File: src/rtl/debounce_pulse_if.sv
`default_nettype none
// +----------------------------------------------------------------------------+
// | debounce_pulse_if                                                          |
// | Pushbutton input and conditioned outputs of the debounce stage.            |
// | Revision: 1.0                                                              |
// +----------------------------------------------------------------------------+
interface debounce_pulse_if #(
  parameter int BOUNCE_W = 8
);
  logic                btn_in;
  logic                level_out;
  logic                rise_pulse;
  logic                fall_pulse;
  logic                busy;
  logic [BOUNCE_W-1:0] bounce_cnt;

  modport master (
    output btn_in,
    input  level_out, rise_pulse, fall_pulse, busy, bounce_cnt
  );

  modport slave (
    input  btn_in,
    output level_out, rise_pulse, fall_pulse, busy, bounce_cnt
  );
endinterface
`default_nettype wire

File: src/rtl/debounce_pulse.sv
`default_nettype none
// +----------------------------------------------------------------------------+
// | debounce_pulse                                                             |
// | Synchronises and debounces a raw switch; clean level, edge pulses, bounces.|
// | Revision: 1.0                                                              |
// +----------------------------------------------------------------------------+
module debounce_pulse #(
  parameter int DEBOUNCE_CYCLES = 50000,
  parameter int CNT_W           = 16,
  parameter int BOUNCE_W        = 8
) (
  input  wire logic          clk,
  input  wire logic          reset,
  debounce_pulse_if.slave    bus
);

  typedef enum logic [1:0] {
    IDLE_LOW   = 2'd0,
    CHECK_HIGH = 2'd1,
    IDLE_HIGH  = 2'd2,
    CHECK_LOW  = 2'd3
  } state_t;

  localparam logic [CNT_W-1:0]    c_CNT_LAST = CNT_W'(DEBOUNCE_CYCLES - 1);
  localparam logic [CNT_W-1:0]    c_CNT_ONE  = CNT_W'(1);
  localparam logic [BOUNCE_W-1:0] c_BNC_ONE  = BOUNCE_W'(1);

  logic                r_sync1;
  logic                r_sync;
  state_t              r_state;
  logic [CNT_W-1:0]    r_cnt;
  logic                r_level;
  logic                r_rise;
  logic                r_fall;
  logic [BOUNCE_W-1:0] r_bounce;

  state_t              w_state_nxt;
  logic [CNT_W-1:0]    w_cnt_nxt;
  logic                w_level_nxt;
  logic                w_rise_nxt;
  logic                w_fall_nxt;
  logic                w_abort;
  logic [BOUNCE_W-1:0] w_bounce_nxt;

  // Two-flop synchroniser; only r_sync is ever seen by the FSM.
  always_ff @(posedge clk or posedge reset) begin
    if (reset) begin
      r_sync1 <= 1'b0;
      r_sync  <= 1'b0;
    end else begin
      r_sync1 <= bus.btn_in;
      r_sync  <= r_sync1;
    end
  end

  always_ff @(posedge clk or posedge reset) begin
    if (reset) begin
      r_state  <= IDLE_LOW;
      r_cnt    <= '0;
      r_level  <= 1'b0;
      r_rise   <= 1'b0;
      r_fall   <= 1'b0;
      r_bounce <= '0;
    end else begin
      r_state  <= w_state_nxt;
      r_cnt    <= w_cnt_nxt;
      r_level  <= w_level_nxt;
      r_rise   <= w_rise_nxt;
      r_fall   <= w_fall_nxt;
      r_bounce <= w_bounce_nxt;
    end
  end

  always_comb begin
    w_state_nxt = r_state;
    w_cnt_nxt   = r_cnt;
    w_level_nxt = r_level;
    w_rise_nxt  = 1'b0;
    w_fall_nxt  = 1'b0;
    w_abort     = 1'b0;
    unique case (r_state)
      IDLE_LOW: begin
        if (r_sync) begin
          w_state_nxt = CHECK_HIGH;
          w_cnt_nxt   = '0;
        end
      end
      CHECK_HIGH: begin
        if (!r_sync) begin
          w_state_nxt = IDLE_LOW;
          w_cnt_nxt   = '0;
          w_abort     = 1'b1;
        end else if (r_cnt == c_CNT_LAST) begin
          w_state_nxt = IDLE_HIGH;
          w_cnt_nxt   = '0;
          w_level_nxt = 1'b1;
          w_rise_nxt  = 1'b1;
        end else begin
          w_cnt_nxt   = r_cnt + c_CNT_ONE;
        end
      end
      IDLE_HIGH: begin
        if (!r_sync) begin
          w_state_nxt = CHECK_LOW;
          w_cnt_nxt   = '0;
        end
      end
      CHECK_LOW: begin
        if (r_sync) begin
          w_state_nxt = IDLE_HIGH;
          w_cnt_nxt   = '0;
          w_abort     = 1'b1;
        end else if (r_cnt == c_CNT_LAST) begin
          w_state_nxt = IDLE_LOW;
          w_cnt_nxt   = '0;
          w_level_nxt = 1'b0;
          w_fall_nxt  = 1'b1;
        end else begin
          w_cnt_nxt   = r_cnt + c_CNT_ONE;
        end
      end
      default: begin
        w_state_nxt = IDLE_LOW;
        w_cnt_nxt   = '0;
      end
    endcase
  end

  // Bounce counter holds at all-ones rather than wrapping.
  always_comb begin
    w_bounce_nxt = r_bounce;
    if (w_abort && (r_bounce != '1)) begin
      w_bounce_nxt = r_bounce + c_BNC_ONE;
    end
  end

  assign bus.level_out  = r_level;
  assign bus.rise_pulse = r_rise;
  assign bus.fall_pulse = r_fall;
  assign bus.busy       = (r_state == CHECK_HIGH) || (r_state == CHECK_LOW);
  assign bus.bounce_cnt = r_bounce;

endmodule
`default_nettype wire

File: src/flat_wrapper.sv
// flat-port wrapper written by rule: the top's interface ports become plain ports
module debounce_pulse_flat 
#(
  parameter int DEBOUNCE_CYCLES = 50000,
  parameter int CNT_W           = 16,
  parameter int BOUNCE_W        = 8
)
  (clk, reset, bus_btn_in, bus_level_out, bus_rise_pulse, bus_fall_pulse, bus_busy, bus_bounce_cnt);
  debounce_pulse_if #(.BOUNCE_W(BOUNCE_W)) bus_i ();
  input  wire logic clk;
  input  wire logic reset;
  input wire logic [$bits(bus_i.btn_in)-1:0] bus_btn_in;
  output wire logic [$bits(bus_i.level_out)-1:0] bus_level_out;
  output wire logic [$bits(bus_i.rise_pulse)-1:0] bus_rise_pulse;
  output wire logic [$bits(bus_i.fall_pulse)-1:0] bus_fall_pulse;
  output wire logic [$bits(bus_i.busy)-1:0] bus_busy;
  output wire logic [$bits(bus_i.bounce_cnt)-1:0] bus_bounce_cnt;
  assign bus_i.btn_in = bus_btn_in;
  assign bus_level_out = bus_i.level_out;
  assign bus_rise_pulse = bus_i.rise_pulse;
  assign bus_fall_pulse = bus_i.fall_pulse;
  assign bus_busy = bus_i.busy;
  assign bus_bounce_cnt = bus_i.bounce_cnt;
  debounce_pulse #(.DEBOUNCE_CYCLES(DEBOUNCE_CYCLES), .CNT_W(CNT_W), .BOUNCE_W(BOUNCE_W)) u_core (.clk(clk), .reset(reset), .bus(bus_i));
endmodule
File: config.mk
export PLATFORM = sky130hd
export DESIGN_NAME = debounce_pulse_flat
export DESIGN_NICKNAME = d
export VERILOG_FILES = /design/src/rtl/debounce_pulse_if.sv /design/src/rtl/debounce_pulse.sv /design/src/flat_wrapper.sv
export SDC_FILE = /design/constraint.sdc
export NUM_CORES = 1
export LEC_CHECK = 0
export CAP_MARGIN = 30
export CORE_MARGIN = 2
export CORE_UTILIZATION = 40
export DETAILED_ROUTE_END_ITERATION = 7
export GPL_ROUTABILITY_DRIVEN = 1
export PLACE_DENSITY = 0.65
export REMOVE_ABC_BUFFERS = 1
export SLEW_MARGIN = 20
export SYNTH_ARGS = -nofsm -noshare
export SYNTH_HDL_FRONTEND = slang
export SYNTH_SLANG_ARGS = --single-unit
File: constraint.sdc
create_clock -name clk -period 2.5 [get_ports clk]
set_clock_uncertainty 0.2 [all_clocks]
set_input_delay 0.75 -clock clk [delete_from_list [all_inputs] [get_ports clk]]
set_output_delay 0.75 -clock clk [all_outputs]
set_load 0.01 [all_outputs]
Word level (Yosys, flattened, before mapping)
Index checks and enable logic that the tools add are counted.
{"block": "word_totals", "ff_bits": 31, "out_inout_bits": 12}
{"block": "classes", "n_addsub": 2, "eq_ne": 13, "mux": 26, "n_reduce_logical": 7}
{"operator": "2-to-1 mux 16 bit", "count": 5}
{"operator": "one-hot mux 16 bit (4 select lines)", "count": 1}
{"operator": "adder 16 x 1 -> 16 bit, second input constant", "count": 1}
{"operator": "equality test 16 bit, second input constant", "count": 1}
{"operator": "2-to-1 mux 2 bit", "count": 6}
{"operator": "2-to-1 mux 1 bit", "count": 11}
{"operator": "adder 8 x 1 -> 8 bit, second input constant", "count": 1}
{"operator": "!= test 2 x 1 -> 1 bit, second input constant", "count": 4}
{"operator": "!= test 8 bit, second input constant", "count": 1}
{"operator": "one-hot mux 2 bit (4 select lines)", "count": 1}
{"operator": "AND reduction 5 bit", "count": 1}
{"operator": "equality test 2 bit, second input constant", "count": 2}
{"operator": "!= test 2 bit, second input constant", "count": 2}
{"operator": "one-hot mux 1 bit (2 select lines)", "count": 2}
{"operator": "AND reduction 4 bit", "count": 1}
{"operator": "!= test 3 x 1 -> 1 bit, second input constant", "count": 1}
{"operator": "!= test 3 bit, second input constant", "count": 1}
{"operator": "equality test 2 x 1 -> 1 bit, second input constant", "count": 1}
{"operator": "logical NOT 2 bit", "count": 1}
{"operator": "AND reduction 2 bit", "count": 1}
{"operator": "nonzero test 2 bit", "count": 1}
{"operator": "logical AND 1 bit", "count": 1}
{"operator": "logical OR 1 bit", "count": 1}

Logic depth before layout (Yosys ltp)
{"block": "logic_depth", "ltp_word": 4, "ltp_mapped": 7}

Worst setup path before layout
OpenSTA, ideal clock, no wires.
{"block": "synth_path", "path_kind": "flip-flop to flip-flop", "from": "register u_core.r_bounce[0], in the netlist u_core.bus.bounce_cnt[0]", "to": "register u_core.r_bounce[1], in the netlist u_core.bus.bounce_cnt[1]", "setup_ps": 125, "arrival_time_ps": 1674, "required_time_ps": 2175, "setup_slack_ps": 502, "path_stages_with_launch": 5, "n_path_buf": 0, "synth_period_minus_slack_ps": 1998, "path_cell_list": "dfrtp_1 > ha_1 > and3_1 > a211oi_2 > mux2_2"}
{"block": "synth_between", "elab_chain_len": 2, "elab_cells_between_ends": 3}
{"item": "start: declaration", "line": "debounce_pulse.sv:35", "text": "logic [BOUNCE_W-1:0] r_bounce;"}
{"item": "start signal: assignment", "line": "debounce_pulse.sv:70", "text": "r_bounce <= w_bounce_nxt;"}
{"item": "branches (longest 2 deep; another with adder 8 x 1 -> 8 bit)"}
Parallel ways; which one is timed is not known.
A chain may end at the register's enable or synchronous reset.

Worst setup path after layout
{"block": "layout_path", "from": "register u_core.r_state[0]", "to": "output port bus_busy"}
{"block": "layout_between", "elab_chain_len": 2, "elab_cells_between_ends": 3}
{"item": "start: declaration", "line": "debounce_pulse.sv:30", "text": "state_t r_state;"}
{"item": "start signal: assignment", "line": "debounce_pulse.sv:65", "text": "r_state <= w_state_nxt;"}
{"item": "equality test 2 x 1 -> 1 bit / equality test 2 bit (equally long branches)", "line": "debounce_pulse.sv:140", "text": "assign bus.busy = (r_state == CHECK_HIGH) || (r_state == CHECK_LOW);"}
{"item": "logical OR 1 bit *", "line": "debounce_pulse.sv:140"}
{"item": "end: declaration", "line": "flat_wrapper.sv:16", "text": "output wire logic [$bits(bus_i.busy)-1:0] bus_busy;"}
Mark *: on every way between the ends. The rest lies on a longest branch, timed or not.

==> impl_metrics.tcl <==
set metrics [dict create \
    outcome "complete, no violations" \
    grt_max_degree 32 \
    grt_pass1_wl_mm 5.340 \
    drive_gt1_share_pct 14.02 \
    synth_edf_count 0 \
    hold_viol_final 0 \
    syn-cell-area_sq_um 1632 \
    via_per_inst 5.766 \
    initial_core_util_pct 41.08 \
    setup_viol 0 \
    max_freq_ghz 0.4272 \
    drcViolationCount 0 \
    ant_nets 0 \
    finalNetCount 168 \
    path_class "flip-flop to primary output" \
    final.setup.tns_ns 0 \
    crit_required_ns 1.55 \
    critPathMaxFanout 8 \
    vias 1234 \
    reg2reg_to "u_core.r_cnt[15]" \
    clk_latency_ns 0.28 \
    ys_seq_elements 31 \
    startpoint "u_core.r_state[0]" \
    synth_most_common_cell "dfrtp_1" \
    clockPowerShare_pct 33.5 \
    overflow 0 \
    hp-class "flip-flop to flip-flop" \
    ir_worst_vdd_mv 0.4105 \
    cts_tree "done" \
    cp_cell_sequence "clkdlybuf4s50_1" \
    stdcell_count 214 \
    synthCells 145 \
    p_sw_mw 0.3383 \
    ys_top_cells_by_area "dfrtp_1 (48%), xnor2_1 (4.3%), a22o_1 (3.8%)" \
    p_int_mw 0.9328 \
    drtPass1Iterations 4 \
    grt_pass1_vias 1172 \
    die_x_um 67.87 \
    numCtsBuffers 5 \
    yosys_warnings 0 \
    drtIter0Drc 48 \
    pwr-share-seq_pct 49.0 \
    slowest_stage "clkdlybuf4s50_1" \
    synth_top_cell_by_area "dfrtp_1" \
    synth_top_area_share_pct 47.55 \
    fp-row-count 23 \
    drv_cap 0 \
    period_needed_ns 2.341 \
    antenna_cells 0 \
    cpPeakStageDelay_ns 0.60 \
    grt_usage_pct 15.96 \
    synthDistinctLibCells 47 \
    wl_per_cell_um 15.01 \
    core_area_sq_um 3971 \
    routabilityCongestion 0.8807 \
    crit_buf_inv 1 \
    ys.flop_type "dfrtp_1" \
    holdBufCountCts 0 \
    post-dp-hpwl_mm 2.212 \
    worstRegToRegCells 4 \
    synth_commonest_cells "dfrtp_1 (31), xnor2_1 (8), a22o_1 (7), nand3_1 (7)" \
    routed_wl_mm 3.212 \
    critPathLaunchType "flip-flop" \
    worstReg2RegStart "u_core.r_cnt[7]" \
    p_total_mw 1.271 \
    power_leakage_nw 0.8157 \
    relSlewSlack_pct 60.68 \
    worst-slew-pin-transition_ns 0.5876 \
    drv_slew 0 \
    die_area_sq_um 4606 \
    p_comb_share_pct 17.5 \
    synth-seq-area-share_pct 47.55 \
    reg2reg_slack_ns 0.20 \
    root_buffer "clkbuf_8" \
    portBuffers 14 \
    power_density_nw_per_um2 665.3 \
    area_growth_pct 17.10 \
    crit_family "buffers and inverters" \
    clk_path_buf_depth 2 \
    cts_resized 0 \
    place_inst 206 \
    syn_avg_cell_area_sq_um 11.25 \
    h-tree-depth 2 \
    path_clk_slew_ns 0.06 \
    postCtsSetupBuffers 0 \
    async_flop_share_pct 100.0 \
    cts_sinks 31 \
    io_pins 15 \
    rsz0062_at_grt "no" \
    dieHeight_um 67.87 \
    p_sw_share_pct 26.61 \
    antenna_found_initial 0 \
    end_kind "primary output" \
    arrival_ns 1.39 \
    path_depth 1 \
    critPathCapture "bus_busy" \
    post-route-period-util_pct 93.63 \
]
-- through the flow --
step	area, sq um	worst slack (ns)	util, %	hold slack [ns]
final	1911	0.1591	48.11	0.1612
after global routing	1911	0.05566	48.11	0.1910
after CTS	1911	0.1368	48.11	0.1644
after detailed placement	1810	0.2480	45.59	0.1365
after global placement	1810	0.2910	45.59	0.1444
after floorplan	1593	0.3723	-	0.1312
-- worst register-to-register path, delay by kind of cell (launching register included) --
kind            cells  cell delay [ns]
flops               1             0.45
compound gates      1             0.33
simple gates        3             1.20
-- routing by layer --
layer,up-vias,routed length (um),track usage [%]
met5,-,0,0
met4,0,45,6.250
met3,6,114,6.414
met2,32,1548,23.77
met1,613,1504,20.75
li1,583,-,-
-- how the worst min path moves through the flow --
| stage | startpoint | endpoint | slack (ns) | cells after the start |
|---|---|---|---|---|
| 2_1_floorplan | u_core.r_sync1 | u_core.r_sync | 0.13 | 0 |
| 3_3_place_gp | u_core.r_sync1 | u_core.r_sync | 0.14 | 0 |
| 3_5_place_dp | u_core.r_sync1 | u_core.r_sync | 0.14 | 0 |
| 4_1_cts | u_core.r_sync1 | u_core.r_sync | 0.16 | 0 |
| 5_1_grt | u_core.r_sync1 | u_core.r_sync | 0.19 | 0 |
| 6_report | u_core.r_sync1 | u_core.r_sync | 0.16 | 0 |
-- registers in the layout, indices dropped and copies added (netlist names), named ones only --
name / flops
u_core.r_state: 1
u_core.r_cnt: 16
u_core.bus.bounce_cnt: 8
u_core.bus.fall_pulse: 1
u_core.bus.level_out: 1
u_core.r_sync: 1
u_core.r_sync1: 1
u_core.bus.rise_pulse: 1
-- power groups by stage --
stage	clock network [mW]	registers (mW)	logic, mW
6_report	0.426	0.623	0.222
5_1_grt	0.471	0.634	0.247
4_1_cts	0.441	0.623	0.225
3_5_place_dp	0	0.632	0.225
3_3_place_gp	0	0.626	0.224
2_1_floorplan	0	0.641	0.0905
-- placed cells by master (no fill, tap or decap), drive strengths merged, types with 2 or more instances in the layout --
cell            n
nor2            6
a21oi           2
xor2            4
nor3            5
inv             6
o21a            3
o31ai           5
and3            4
nor2b           2
nor4b           2
xnor2           8
and2            2
nor3b           4
a22o            7
and4            2
nor4bb          2
nor4            5
nand4           8
buf             2
clkdlybuf4s50  14
ha              2
nand2           7
o311ai          3
clkbuf          8
mux2            2
nand3           7
dfrtp          31
-- logic make-up after synthesis --
logic type               count (synthesis)  share of synthesized area, %
multiplexers                             2                         1.380
buffers and inverters                   11                         3.757
AND/OR/NAND/NOR                         58                         24.00
flip-flops                              31                         47.55
AO/OA/AOI/OAI                           29                         14.88
XOR/XNOR                                12                         6.903
adder cells (fa/ha/maj)                  2                         1.533
-- cell type report --
type / instances / area (sq um)
Fill cell: 350 / 2061
Multi-Input combinational cell: 103 / 794.5
Sequential cell: 31 / 775.7
Timing Repair Buffer: 16 / 155.1
Clock buffer: 8 / 100.1
Tap cell: 50 / 62.56
Inverter: 6 / 22.52
Power figures use the tool's default switching activity.
